$ cat config.mk
export PLATFORM = sky130hd
export DESIGN_NAME = snax_simbacore_out_packer
export DESIGN_NICKNAME = d
export VERILOG_FILES = /design/src/rtl/snax_simbacore_out_packer.sv
export SDC_FILE = /design/constraint.sdc
export NUM_CORES = 1
export LEC_CHECK = 0
export ABC_CLOCK_PERIOD_IN_PS = 2590
export CORE_ASPECT_RATIO = 1.4
export CORE_MARGIN = 2
export CORE_UTILIZATION = 45
export DETAILED_ROUTE_END_ITERATION = 10
export GPL_TIMING_DRIVEN = 0
export MAX_ROUTING_LAYER = met4
export PLACE_DENSITY = 0.78
export SLEW_MARGIN = 10
export SYNTH_ARGS = -nofsm -noshare
export SYNTH_HDL_FRONTEND = slang
export SYNTH_SLANG_ARGS = --single-unit
$ cat constraint.sdc
create_clock -name clk_i -period 2.59 [get_ports clk_i]
set_input_delay 0.6475 -clock clk_i [delete_from_list [all_inputs] [get_ports clk_i]]
set_output_delay 0.6475 -clock clk_i [all_outputs]
set_load 0.02 [all_outputs]
$ cat src/rtl/snax_simbacore_out_packer.sv
// Packs narrow SimbaCore result beats into streamer-width words, zero-padding the final word of a job.
// Optional stall counter enabled by defining SNAX_SIMBACORE_PACKER_PERF_EN.
module snax_simbacore_out_packer #(
    parameter int unsigned InWidth  = 16,
    parameter int unsigned OutWidth = 64,
    parameter int unsigned LenWidth = 32
) (
    input  logic                clk_i,
    input  logic                rst_i,
    input  logic [LenWidth-1:0] cfg_len_i,
    input  logic                cfg_valid_i,
    output logic                cfg_ready_o,
    input  logic [InWidth-1:0]  in_data_i,
    input  logic                in_valid_i,
    output logic                in_ready_o,
    output logic [OutWidth-1:0] out_data_o,
    output logic                out_valid_o,
    input  logic                out_ready_i,
    output logic                out_last_o,
    output logic                busy_o,
    output logic [31:0]         perf_cnt_o
);

    localparam int unsigned Lanes    = OutWidth / InWidth;
    localparam int unsigned IdxWidth = (Lanes > 1) ? $clog2(Lanes) : 1;

    localparam logic [1:0] StIdle  = 2'd0;
    localparam logic [1:0] StPack  = 2'd1;
    localparam logic [1:0] StDrain = 2'd2;

    logic [1:0]          state;
    logic [OutWidth-1:0] acc;
    logic [OutWidth-1:0] acc_next;
    logic [IdxWidth-1:0] idx;
    logic [LenWidth-1:0] remaining;
    logic                word_pending;
    logic                pend_last;
    logic [OutWidth-1:0] oreg;
    logic                oreg_valid;
    logic                oreg_last;

    logic beat_fire;
    logic beat_last;
    logic word_done;
    logic oreg_free;

    assign cfg_ready_o = (state == StIdle);
    assign in_ready_o  = (state == StPack) && !word_pending;
    assign busy_o      = (state != StIdle);
    assign out_data_o  = oreg;
    assign out_valid_o = oreg_valid;
    assign out_last_o  = oreg_last;

    assign beat_fire = in_valid_i && in_ready_o;
    assign beat_last = (remaining == LenWidth'(1));
    assign word_done = beat_fire && ((idx == IdxWidth'(Lanes - 1)) || beat_last);
    assign oreg_free = !oreg_valid || out_ready_i;

    // Unwritten lanes of acc are always zero, so a short final word is padded for free.
    always_comb begin
        acc_next = acc;
        for (int k = 0; k < Lanes; k++) begin
            if (idx == IdxWidth'(k)) begin
                acc_next[k*InWidth +: InWidth] = in_data_i;
            end
        end
    end

    always_ff @(posedge clk_i) begin
        if (rst_i) begin
            state        <= StIdle;
            acc          <= '0;
            idx          <= '0;
            remaining    <= '0;
            word_pending <= 1'b0;
            pend_last    <= 1'b0;
            oreg         <= '0;
            oreg_valid   <= 1'b0;
            oreg_last    <= 1'b0;
        end else begin
            if (oreg_valid && out_ready_i) begin
                oreg_valid <= 1'b0;
                oreg_last  <= 1'b0;
            end
            case (state)
                StIdle: begin
                    if (cfg_valid_i && (cfg_len_i != '0)) begin
                        remaining <= cfg_len_i;
                        state     <= StPack;
                    end
                end
                StPack: begin
                    // A parked word takes oreg the moment it frees, possibly in the same cycle it drains.
                    if (word_pending) begin
                        if (oreg_free) begin
                            oreg         <= acc;
                            oreg_valid   <= 1'b1;
                            oreg_last    <= pend_last;
                            acc          <= '0;
                            idx          <= '0;
                            word_pending <= 1'b0;
                            if (pend_last) begin
                                state <= StDrain;
                            end
                        end
                    end else if (beat_fire) begin
                        remaining <= remaining - LenWidth'(1);
                        if (word_done) begin
                            if (oreg_free) begin
                                oreg       <= acc_next;
                                oreg_valid <= 1'b1;
                                oreg_last  <= beat_last;
                                acc        <= '0;
                                idx        <= '0;
                                if (beat_last) begin
                                    state <= StDrain;
                                end
                            end else begin
                                acc          <= acc_next;
                                word_pending <= 1'b1;
                                pend_last    <= beat_last;
                            end
                        end else begin
                            acc <= acc_next;
                            idx <= idx + IdxWidth'(1);
                        end
                    end
                end
                StDrain: begin
                    if (oreg_valid && out_ready_i && oreg_last) begin
                        state <= StIdle;
                    end
                end
                default: state <= StIdle;
            endcase
        end
    end

`ifdef SNAX_SIMBACORE_PACKER_PERF_EN
    logic [31:0] perf_cnt;

    // Counts back-pressure cycles on the output; restarts with each accepted job config.
    always_ff @(posedge clk_i) begin
        if (rst_i) begin
            perf_cnt <= '0;
        end else if (cfg_valid_i && cfg_ready_o) begin
            perf_cnt <= '0;
        end else if (oreg_valid && !out_ready_i && (perf_cnt != '1)) begin
            perf_cnt <= perf_cnt + 32'd1;
        end
    end

    assign perf_cnt_o = perf_cnt;
`else
    assign perf_cnt_o = '0;
`endif

endmodule

==> flow_metrics.py, run 1 <==
metrics = {
    "run_status": {
        "outcome": "complete, but fails checks",
        "violations": "setup timing",
    },
    "pwr": {
        "total_power_uw": 6341,
        "ir_worst_vdd_mv": 0.4179,
        "p_per_area_mw_per_mm2": 584.7,
        "leakagePower_uw": 0.003951,
    },
    "critical_path": {
        "worstSetupPathType": "reg -> reg",
        "critical_path.max_stage_delay_ps": 550,
        "worstPathRequired_ps": 2920,
        "critPathCaptureType": "flip-flop",
        "crit_family": "simple AND/OR/NAND/NOR gates",
        "r2r_cells": 8,
        "crit_path_frequent_cell": "or4_4",
        "crit_chain": "or4_4, or3_1, or4_4, a21oi_4, buf_12, buf_8, nor2_1, a211oi_2",
        "cp_max_fo": 7,
        "cp-startpoint": "remaining[27]",
        "rr_startpoint": "remaining[27]",
        "cp_data_arrival_time_ps": 3070,
        "r2r-end": "out_data_o[28]",
        "rrSetupSlack_ps": -150,
        "cp_num_buf_inv": 2,
        "critPathLaunchType": "flip-flop",
        "crit_slowest_cell": "or4_4",
    },
    "die": {
        "dieArea_mm2": 0.01902,
        "io_pins": 154,
        "chipHeight_um": 162.4,
        "placementRows": 57,
        "core_area_mm2": 0.01747,
        "dieWidth_um": 117.1,
        "initial_utilization_pct": 46.14,
    },
    "final_layout": {
        "nets": 1111,
        "n_fill_cell": 1397,
        "multiInputGateArea_mm2": 0.004422,
        "diodes": 0,
        "drive_gt1_share_pct": 22.54,
        "register_area_mm2": 0.003368,
        "area_growth_pct": 34.52,
        "instances_no_fill": 1301,
    },
    "drt": {
        "first_iter_violations": 632,
        "ant_nets": 0,
        "drc": 0,
        "postRouteWirelength_mm": 25.36,
        "vias": 7529,
        "via_per_inst": 5.787,
        "wl_per_cell_um": 19.49,
        "dr.pass1.iters": 5,
    },
    "synthesis": {
        "synthArstFlopShare_pct": 0,
        "synth_top_flop_cell": "dfxtp_1",
        "synthCells": 878,
        "synth_edf_count": 0,
        "synth_top_area_share_pct": 41.72,
        "syn_avg_cell_area_um2": 9.182,
        "syn_area_mm2": 0.008061,
        "yosysSeqAreaShare_pct": 41.72,
        "netlist_top_cells_count": "dfxtp_1 (168), nor2_1 (106), a22o_1 (69), nand2_1 (67), mux2i_1 (65)",
        "synth.most_common_cell": "dfxtp_1",
        "synth_cell_types": 46,
        "synth_area_leader_cell": "dfxtp_1",
        "synth_area_leaders": "dfxtp_1 (42%), a211oi_2 (8.7%), mux2i_1 (8.1%)",
        "yosys_register_bits": 168,
        "ys_warn_count": 0,
    },
    "sta": {
        "finalClockSkew_ps": 10.01,
        "slew_headroom_pct": 42.12,
        "setup_violations": 60,
        "final.setup.tns_ps": -2363,
        "period_share_pct": 105.8,
        "fmax_mhz": 365.1,
        "hold_viol": 0,
        "grt_setup_unrepaired": "yes",
        "worst_slew_pin_slew_ps": 868.2,
        "fin_crit_ps": 2739,
        "worst_hold_slack_ps": 479.7,
        "final_max_slew_viol_count": 0,
        "fin_ws_ps": -149.1,
    },
    "hold_path": {
        "hold_path_class": "reg -> reg",
        "min_path_cells": 1,
        "hp-start": "acc[37]",
        "worstHoldEndpoint": "acc[37]",
    },
    "placement": {
        "gp_congestion": 0.9418,
        "numPortBuffers": 105,
        "post-place-cells": 1250,
        "place_ws_ps": -857.3,
        "place.detailed.hpwl_mm": 16.58,
    },
    "global_routing": {
        "antenna_found_initial": 0,
        "grt-ovfl-total": 0,
        "grt_use_met2_pct": 44.19,
        "busiest_layer": "met2",
        "grt_util_met1_pct": 29.07,
        "first_global_vias": 7098,
        "grt_pass1_wl_mm": 36.96,
        "met3_usage_pct": 4.466,
        "grt_start_max_net_pins": 17,
        "grt_usage_pct": 25.66,
    },
    "clock_network": {
        "clock_path_buffers": 2,
        "cts_max_level": 4,
        "cts_tree": "built",
        "clock-sinks": 168,
        "clockRootBuffer": "clkbuf_16",
        "worstSkewPairLatency_ps": 440,
        "clkTransAtPathRegs_ps": 70,
        "numCtsBuffers": 17,
    },
    "job": {
        "maxCapViolations": 0,
    },
}
-- stage by stage --
step                      cell area, um^2  util, %
after floorplan                      8178        -
after global placement               9524    54.51
after detailed placement             9524    54.51
after CTS                           10410    59.55
after global routing                10840    62.06
final                               10840    62.06
-- state kept, by name, summed over array words and instances, names as in the netlist --
name	cells
acc	64
out_data_o	64
remaining	32
idx	2
state	2
out_last_o	1
out_valid_o	1
pend_last	1
word_pending	1
-- report_power, final --
| group | switching, uW | internal, uW |
|---|---|---|
| logic | 597 | 350 |
| registers | 62.1 | 2640 |
| clock network | 1140 | 1550 |
| total | 1800 | 4540 |
-- placed cells by master, fill, tap and decap left out, types with 5 or more instances in the layout --
| cell type | netlist | routed |
|---|---|---|
| a211oi_1 | 13 | 7 |
| a211oi_2 | 56 | 62 |
| a21oi_1 | 41 | 41 |
| a22o_1 | 69 | 69 |
| a31oi_1 | 6 | 6 |
| buf_1 | 18 | 17 |
| buf_12 | 0 | 8 |
| buf_4 | 37 | 47 |
| buf_6 | 8 | 8 |
| buf_8 | 0 | 8 |
| clkbuf_1 | 41 | 31 |
| clkbuf_16 | 0 | 22 |
| clkbuf_2 | 0 | 10 |
| clkdlybuf4s50_1 | 0 | 103 |
| conb_1 | 1 | 32 |
| dfxtp_1 | 168 | 164 |
| ha_1 | 6 | 6 |
| inv_1 | 8 | 8 |
| mux2i_1 | 65 | 65 |
| nand2_1 | 67 | 67 |
| nand2b_1 | 6 | 6 |
| nand3_1 | 11 | 11 |
| nand4_1 | 8 | 8 |
| nor2_1 | 106 | 77 |
| nor2_2 | 0 | 23 |
| nor2_4 | 0 | 6 |
| nor2b_1 | 8 | 7 |
| nor3_1 | 11 | 10 |
| nor4_1 | 17 | 13 |
| o21ai_0 | 44 | 43 |
| o31ai_1 | 8 | 8 |
| or2_2 | 5 | 5 |
| or3_1 | 6 | 6 |
-- timing repair --
item	CTS	global route
resized for setup	65	78
hold buffers	0	0
setup endpoints to repair	161	125
endpoints found under the hold margin	0	0
buffers inserted	5	10
gates cloned	2	5
pin swaps	7	53
-- layout make-up --
type / instances / share of cell area, %
tap: 236 / 2.723
inverter: 8 / 0.2769
buffer: 110 / 7.084
multi-input combinational: 620 / 40.78
timing repair buffer: 127 / 12.40
clock buffer: 18 / 3.958
sequential: 168 / 31.06
clock inverter: 14 / 1.719
-- cells by family after synthesis --
logic type / Yosys count / synth area share [%]
adders and majority gates: 6 / 0.9312
muxes: 65 / 8.071
DFF: 168 / 41.72
buffers and inverters: 121 / 8.242
AOI/OAI and AO/OA: 261 / 26.26
and+or+nand+nor: 256 / 14.73
other: 1 / 0.04652
-- worst register-to-register path: cells and delay by family (launching register included) --
kind	cells	cell delay [ps]
buf+inv	2	300
simple gates	4	1520
flops	1	320
compound gates	2	510
-- worst max path at each step --
stage,endpoint,slack [ps],cells past startpoint
finish,out_data_o[28],-150,8
global route,out_data_o[28],-230,8
CTS,out_data_o[26],-80,9
detailed placement,remaining[7],-860,8
global placement,remaining[10],-870,8
floorplan,out_data_o[23],80,8
-- metal layers --
layer	part of all wire (%)	wire length [um]	vias up
li1	-	-	3472
met3	6.0	1521	75
met1	38	9717	3630
met4	4.4	1107	0
met5	0	0	-
met2	51	13010	352
Note: power is estimated with default switching activity, not from simulation.
==> run 2, diff against run 1 <==
--- a/config.mk
+++ b/config.mk
@@ -11,8 +11,9 @@
 export CORE_UTILIZATION = 45
 export DETAILED_ROUTE_END_ITERATION = 10
 export GPL_TIMING_DRIVEN = 0
+export HOLD_SLACK_MARGIN = 0.02
 export MAX_ROUTING_LAYER = met4
-export PLACE_DENSITY = 0.78
+export PLACE_DENSITY_LB_ADDON = 0.05
 export SLEW_MARGIN = 10
 export SYNTH_ARGS = -nofsm -noshare
 export SYNTH_HDL_FRONTEND = slang
==> constraint.sdc (replaced) <==
create_clock -name clk_i -period 2.59 [get_ports clk_i]
set_input_delay 0.6475 -clock clk_i [delete_from_list [all_inputs] [get_ports clk_i]]
set_output_delay 0.6475 -clock clk_i [all_outputs]
set_load 0.01 [all_outputs]
==> run 2 against run 1 <==
Effect of this change: first-iteration DRC count is 38% lower; the run still ends with setup timing left; sequential share of layout area is 0.25 points higher; largest power group unchanged; count of clock-buffer cells in the layout stayed put; cell area is 0.68% lower.
==> flow_metrics.py, run 2 (same netlist as run 1, synthesis figures left out) <==
metrics = {
    "sta": {
        "hold_viol": 0,
        "grt_setup_unrepaired": "yes",
        "fmax_mhz": 372.8,
        "fin_crit_ps": 2682,
        "setup_violations": 53,
        "slew_headroom_pct": 44.66,
        "period_share_pct": 103.6,
        "fin_ws_ps": -92.23,
        "worst_slew_pin_slew_ps": 830.1,
        "finalClockSkew_ps": 15.07,
        "final_max_slew_viol_count": 0,
    },
    "clock_network": {
        "cts_tree": "built",
        "worstSkewPairLatency_ps": 440,
        "holdBufCountCts": 0,
        "clock_path_buffers": 2,
        "cts_max_level": 4,
        "clockRootBuffer": "clkbuf_16",
        "clock-sinks": 168,
        "numCtsBuffers": 17,
        "clkTransAtPathRegs_ps": 80,
    },
    "die": {
        "dieArea_mm2": 0.01902,
        "dieWidth_um": 117.1,
        "core_area_mm2": 0.01747,
        "initial_utilization_pct": 46.14,
        "io_pins": 154,
        "chipHeight_um": 162.4,
        "placementRows": 57,
    },
    "global_routing": {
        "grt-ovfl-total": 0,
        "grt_usage_pct": 26.19,
        "grt_pass1_wl_mm": 37.44,
        "antenna_found_initial": 0,
        "grt_start_max_net_pins": 19,
        "first_global_vias": 6979,
    },
    "final_layout": {
        "n_fill_cell": 1601,
        "area_growth_pct": 33.60,
        "final_common_cell": "dfxtp_1",
        "nets": 1109,
        "final_cell_mix": "dfxtp_1 (163), clkdlybuf4s50_1 (103), nor2_1 (82)",
        "instances_no_fill": 1299,
        "drive_gt1_share_pct": 21.64,
        "diodes": 0,
    },
    "job": {
        "maxCapViolations": 0,
    },
    "drt": {
        "wl_per_cell_um": 18.75,
        "postRouteWirelength_mm": 24.35,
        "dr.pass1.iters": 6,
        "ant_nets": 0,
        "first_iter_violations": 390,
        "vias": 7247,
        "via_per_inst": 5.579,
        "drc": 0,
    },
    "critical_path": {
        "critPathLaunchType": "flip-flop",
        "worstSetupPathType": "reg -> reg",
        "critPathCaptureType": "flip-flop",
        "worstPathRequired_ps": 2870,
        "rrSetupSlack_ps": -90,
        "cp_max_fo": 8,
        "cp_data_arrival_time_ps": 2970,
    },
    "hold_path": {
        "hold_path_class": "reg -> reg",
    },
    "pwr": {
        "p_per_area_mw_per_mm2": 575.6,
        "leakagePower_uw": 0.003912,
        "ir_worst_vdd_mv": 0.3594,
    },
    "placement": {
        "gp_congestion": 0.9218,
        "numPortBuffers": 105,
        "place_ws_ps": -921.2,
        "place.detailed.hpwl_mm": 17.02,
        "post-place-cells": 1250,
    },
    "run_status": {
        "outcome": "complete, but fails checks",
        "violations": "setup timing",
    },
}
[run 2: changes by cell type in the layout (fill, tap and decap cells not counted), moves of 3 or more]
cell | previous run | this run
buf_8 | 8 | 5
bufinv_16 | 3 | 0
clkbuf_2 | 10 | 5
inv_8 | 2 | 5
nor2_1 | 77 | 82
nor2_2 | 23 | 15
nor2_4 | 6 | 9
[run 2: worst paths after layout]
path	from	end	cells after the start
setup / recovery	remaining[27]	out_data_o[23]	9
hold / removal	acc[62]	acc[62]	1
setup reg to reg	remaining[27]	out_data_o[23]	9
hold reg to reg	acc[62]	acc[62]	1
[run 2: per-stage QoR]
step	setup TNS, ps	cell area (um^2)	total power, uW	util [%]	hold slack, ps
after floorplan	0	8178	3317	-	441.7
after global placement	-108720	9524	3601	54.51	455.7
after detailed placement	-108190	9524	3601	54.51	455.5
after CTS	-8777	10520	6183	60.21	476.8
after global routing	-7793	10770	6421	61.64	487.3
final	-2111	10770	6199	61.64	475.9
[run 2: per-layer routing]
metal	track usage [%]	vias up	share of wire (%)
met2	45.45	215	53
met1	29.71	3513	40
met3	4.578	36	3.9
li1	-	3483	-
met5	-	-	0
met4	10.05	0	2.4
[run 2: timing repair]
item / in CTS / in global routing
gates resized for setup: 68 / 51
gates cloned: 4 / 5
endpoints found under the setup margin: 164 / 134
setup buffers: 10 / 6
pin swaps: 9 / 35
[run 2: report_power, final]
part | internal [uW] | total [uW] | switching [uW]
registers | 2640 | 2700 | 62.6
logic | 361 | 940 | 579
clock network | 1320 | 2560 | 1240
total | 4320 | 6200 | 1880
[run 2: area by class of cell]
class	instances	area (um^2)	area share (%)
Buffer	107	704.4	6.540
Clock buffer	18	439.2	4.078
Clock inverter	14	150.1	1.394
Inverter	8	30.03	0.2788
Multi-Input combinational cell	620	4397	40.82
Sequential cell	168	3372	31.31
Tap cell	236	295.3	2.742
Timing Repair Buffer	128	1383	12.84
[run 2: critical path: stages (launching register included)]
cell,delay [ps]
dfxtp_2,320
or4_4,540
or3_4,340
or4_4,550
a21oi_4,180
buf_6,160
buf_12,140
buf_12,120
buf_12,110
a211oi_2,50
==> run 3, diff against run 2 <==
--- a/config.mk
+++ b/config.mk
@@ -7,13 +7,14 @@
 export LEC_CHECK = 0
 export ABC_CLOCK_PERIOD_IN_PS = 2590
 export CORE_ASPECT_RATIO = 1.4
-export CORE_MARGIN = 2
+export CORE_MARGIN = 3
 export CORE_UTILIZATION = 45
 export DETAILED_ROUTE_END_ITERATION = 10
 export GPL_TIMING_DRIVEN = 0
 export HOLD_SLACK_MARGIN = 0.02
 export MAX_ROUTING_LAYER = met4
 export PLACE_DENSITY_LB_ADDON = 0.05
+export SKIP_CTS_REPAIR_TIMING = 1
 export SLEW_MARGIN = 10
 export SYNTH_ARGS = -nofsm -noshare
 export SYNTH_HDL_FRONTEND = slang
==> run 3 against run 2 <==
Effect of this change: the run still ends with setup timing left; routed wire length rose by 0.19%; hold slack lost 1.1 ps; combinational power is 1% higher; highest routed layer unchanged; via count shrank 0.23%; total power increased by 1.4%; critical endpoint is now out_data_o[53]; largest cell class unchanged; register-to-register slack worse by 110 ps; maximum frequency decreased by 4.0%; sequential cell count is the same; utilization increased by 0.74 points.
==> flow_metrics.py, run 3 (same netlist as run 1, synthesis figures left out) <==
metrics = {
    "run_status": {
        "outcome": "complete, but fails checks",
        "violations": "setup timing",
    },
    "drt": {
        "vias": 7230,
        "first_iter_violations": 397,
        "wl_per_cell_um": 18.75,
        "via_per_inst": 5.557,
        "dr.pass1.iters": 4,
        "drc": 0,
        "ant_nets": 0,
        "postRouteWirelength_mm": 24.40,
    },
    "die": {
        "io_pins": 154,
        "dieArea_mm2": 0.01958,
        "placementRows": 57,
        "core_area_mm2": 0.01747,
        "chipHeight_um": 164.4,
        "initial_utilization_pct": 46.14,
        "dieWidth_um": 119.1,
    },
    "pwr": {
        "power.switching_uw": 1742,
        "pwr-share-comb_pct": 15.2,
        "ir_worst_vdd_mv": 0.3670,
        "p_per_area_mw_per_mm2": 577.0,
        "power.internal_uw": 4547,
        "p_seq_share_pct": 43.0,
        "total_power_uw": 6289,
        "leakagePower_uw": 0.003981,
        "clockPowerShare_pct": 41.8,
        "sw_frac_of_total_pct": 27.69,
    },
    "final_layout": {
        "nets": 1111,
        "area_growth_pct": 35.20,
        "final_cell_mix": "dfxtp_1 (164), clkdlybuf4s50_1 (103), a22o_1 (69)",
        "drive_gt1_share_pct": 22.72,
        "instances_no_fill": 1301,
        "final_common_cell": "dfxtp_1",
        "diodes": 0,
        "final_area_mm2": 0.01090,
    },
    "critical_path": {
        "critPathLaunchType": "flip-flop",
        "cp_data_arrival_time_ps": 3130,
        "crit_slowest_cell": "or4_4",
        "critical_path.max_stage_delay_ps": 550,
        "worstSetupPathType": "reg -> reg",
        "worstPathRequired_ps": 2930,
        "crit_chain": "or4_4, buf_6, or3_4, or4_4, a21oi_4, buf_12, buf_12, buf_8, nor2_1, a211oi_2",
        "critPathCaptureType": "flip-flop",
        "cp_max_fo": 7,
    },
    "clock_network": {
        "clockRootBuffer": "clkbuf_16",
        "cts_max_level": 4,
        "worstSkewPairLatency_ps": 430,
        "clock_path_buffers": 2,
        "clkTransAtPathRegs_ps": 70,
        "clock-sinks": 168,
        "cts_tree": "built",
        "numCtsBuffers": 17,
    },
    "global_routing": {
        "grt-ovfl-total": 0,
        "grt_start_max_net_pins": 17,
        "antenna_found_initial": 0,
        "grt_pass1_wl_mm": 37.18,
        "first_global_vias": 6989,
        "grt_usage_pct": 24.56,
    },
    "sta": {
        "grt_setup_unrepaired": "yes",
        "worst_hold_slack_ps": 474.9,
        "setup_violations": 64,
        "slew_headroom_pct": 46.40,
        "final_max_slew_viol_count": 0,
        "period_share_pct": 107.9,
        "fin_crit_ps": 2794,
        "fmax_mhz": 357.9,
        "final.setup.tns_ps": -9958,
        "worst_slew_pin_slew_ps": 804.0,
        "finalClockSkew_ps": 10.34,
        "fin_ws_ps": -203.7,
        "hold_viol": 0,
    },
    "hold_path": {
        "hold_path_class": "reg -> reg",
    },
    "placement": {
        "placed_cell_area_mm2": 0.009524,
        "numPortBuffers": 105,
        "place.detailed.hpwl_mm": 17.25,
        "post-place-cells": 1250,
        "gp_congestion": 0.9191,
    },
    "job": {
        "maxCapViolations": 0,
    },
}
==> run 3: cell count changes in the layout (fill, tap and decap cells not counted), moves of 4 or more <==
cell / before / now
nor2_1: 82 / 68
nor2_2: 15 / 26
a211oi_1: 5 / 11
a211oi_2: 64 / 58
buf_6: 10 / 6
clkinvlp_4: 0 / 4
inv_8: 5 / 1
o21ai_2: 5 / 1
o21ai_4: 0 / 4
==> run 3: layout make-up <==
| class | count | area [um^2] |
|---|---|---|
| plain buffers | 110 | 780.7 |
| clock inverters | 13 | 171.4 |
| multi-input cells | 620 | 4449 |
| flip-flops and latches | 168 | 3371 |
| repair buffers | 127 | 1369 |
| well taps | 236 | 295.3 |
| inverters | 8 | 30.03 |
| fillers | 1546 | 6574 |
| clock buffers | 19 | 432.9 |
==> run 3: power by group through the flow <==
stage / clock network (uW) / logic, uW / registers, uW
2_1_floorplan: 0 / 576 / 2740
3_3_place_gp: 0 / 845 / 2750
3_5_place_dp: 0 / 845 / 2760
4_1_cts: 2670 / 849 / 2700
5_1_grt: 2770 / 1030 / 2710
6_report: 2630 / 953 / 2700
==> run 3: per-layer routing <==
layer,vias up,GRT usage [%],part of all wire (%)
li1,3477,-,-
met1,3525,27.38,40
met2,197,44.15,54
met3,31,4.134,3.9
met4,0,8.803,2.2
met5,-,-,0
==> run 3: worst paths after layout <==
kind                               startpoint             end  slack (ps)  depth (start not counted)
worst min-delay path                  acc[50]         acc[50]         470                          1
worst min register to register        acc[50]         acc[50]         470                          1
worst max-delay path            remaining[27]  out_data_o[53]        -200                         10
worst max register to register  remaining[27]  out_data_o[53]        -200                         10
==> run 3: metrics by stage <==
step	worst slack, ps	util (%)
after floorplan	77.91	-
after global placement	-845.3	54.51
after detailed placement	-884.0	54.51
after CTS	-677.0	57.97
after global routing	-270.3	62.38
final	-203.7	62.38
==> run 3: critical path, delay by kind of cell, from the launching register on <==
kind,cells,cell delay (ps)
DFF,1,320
AOI/OAI and AO/OA,2,390
buffers and inverters,4,570
and+or+nand+nor,4,1430
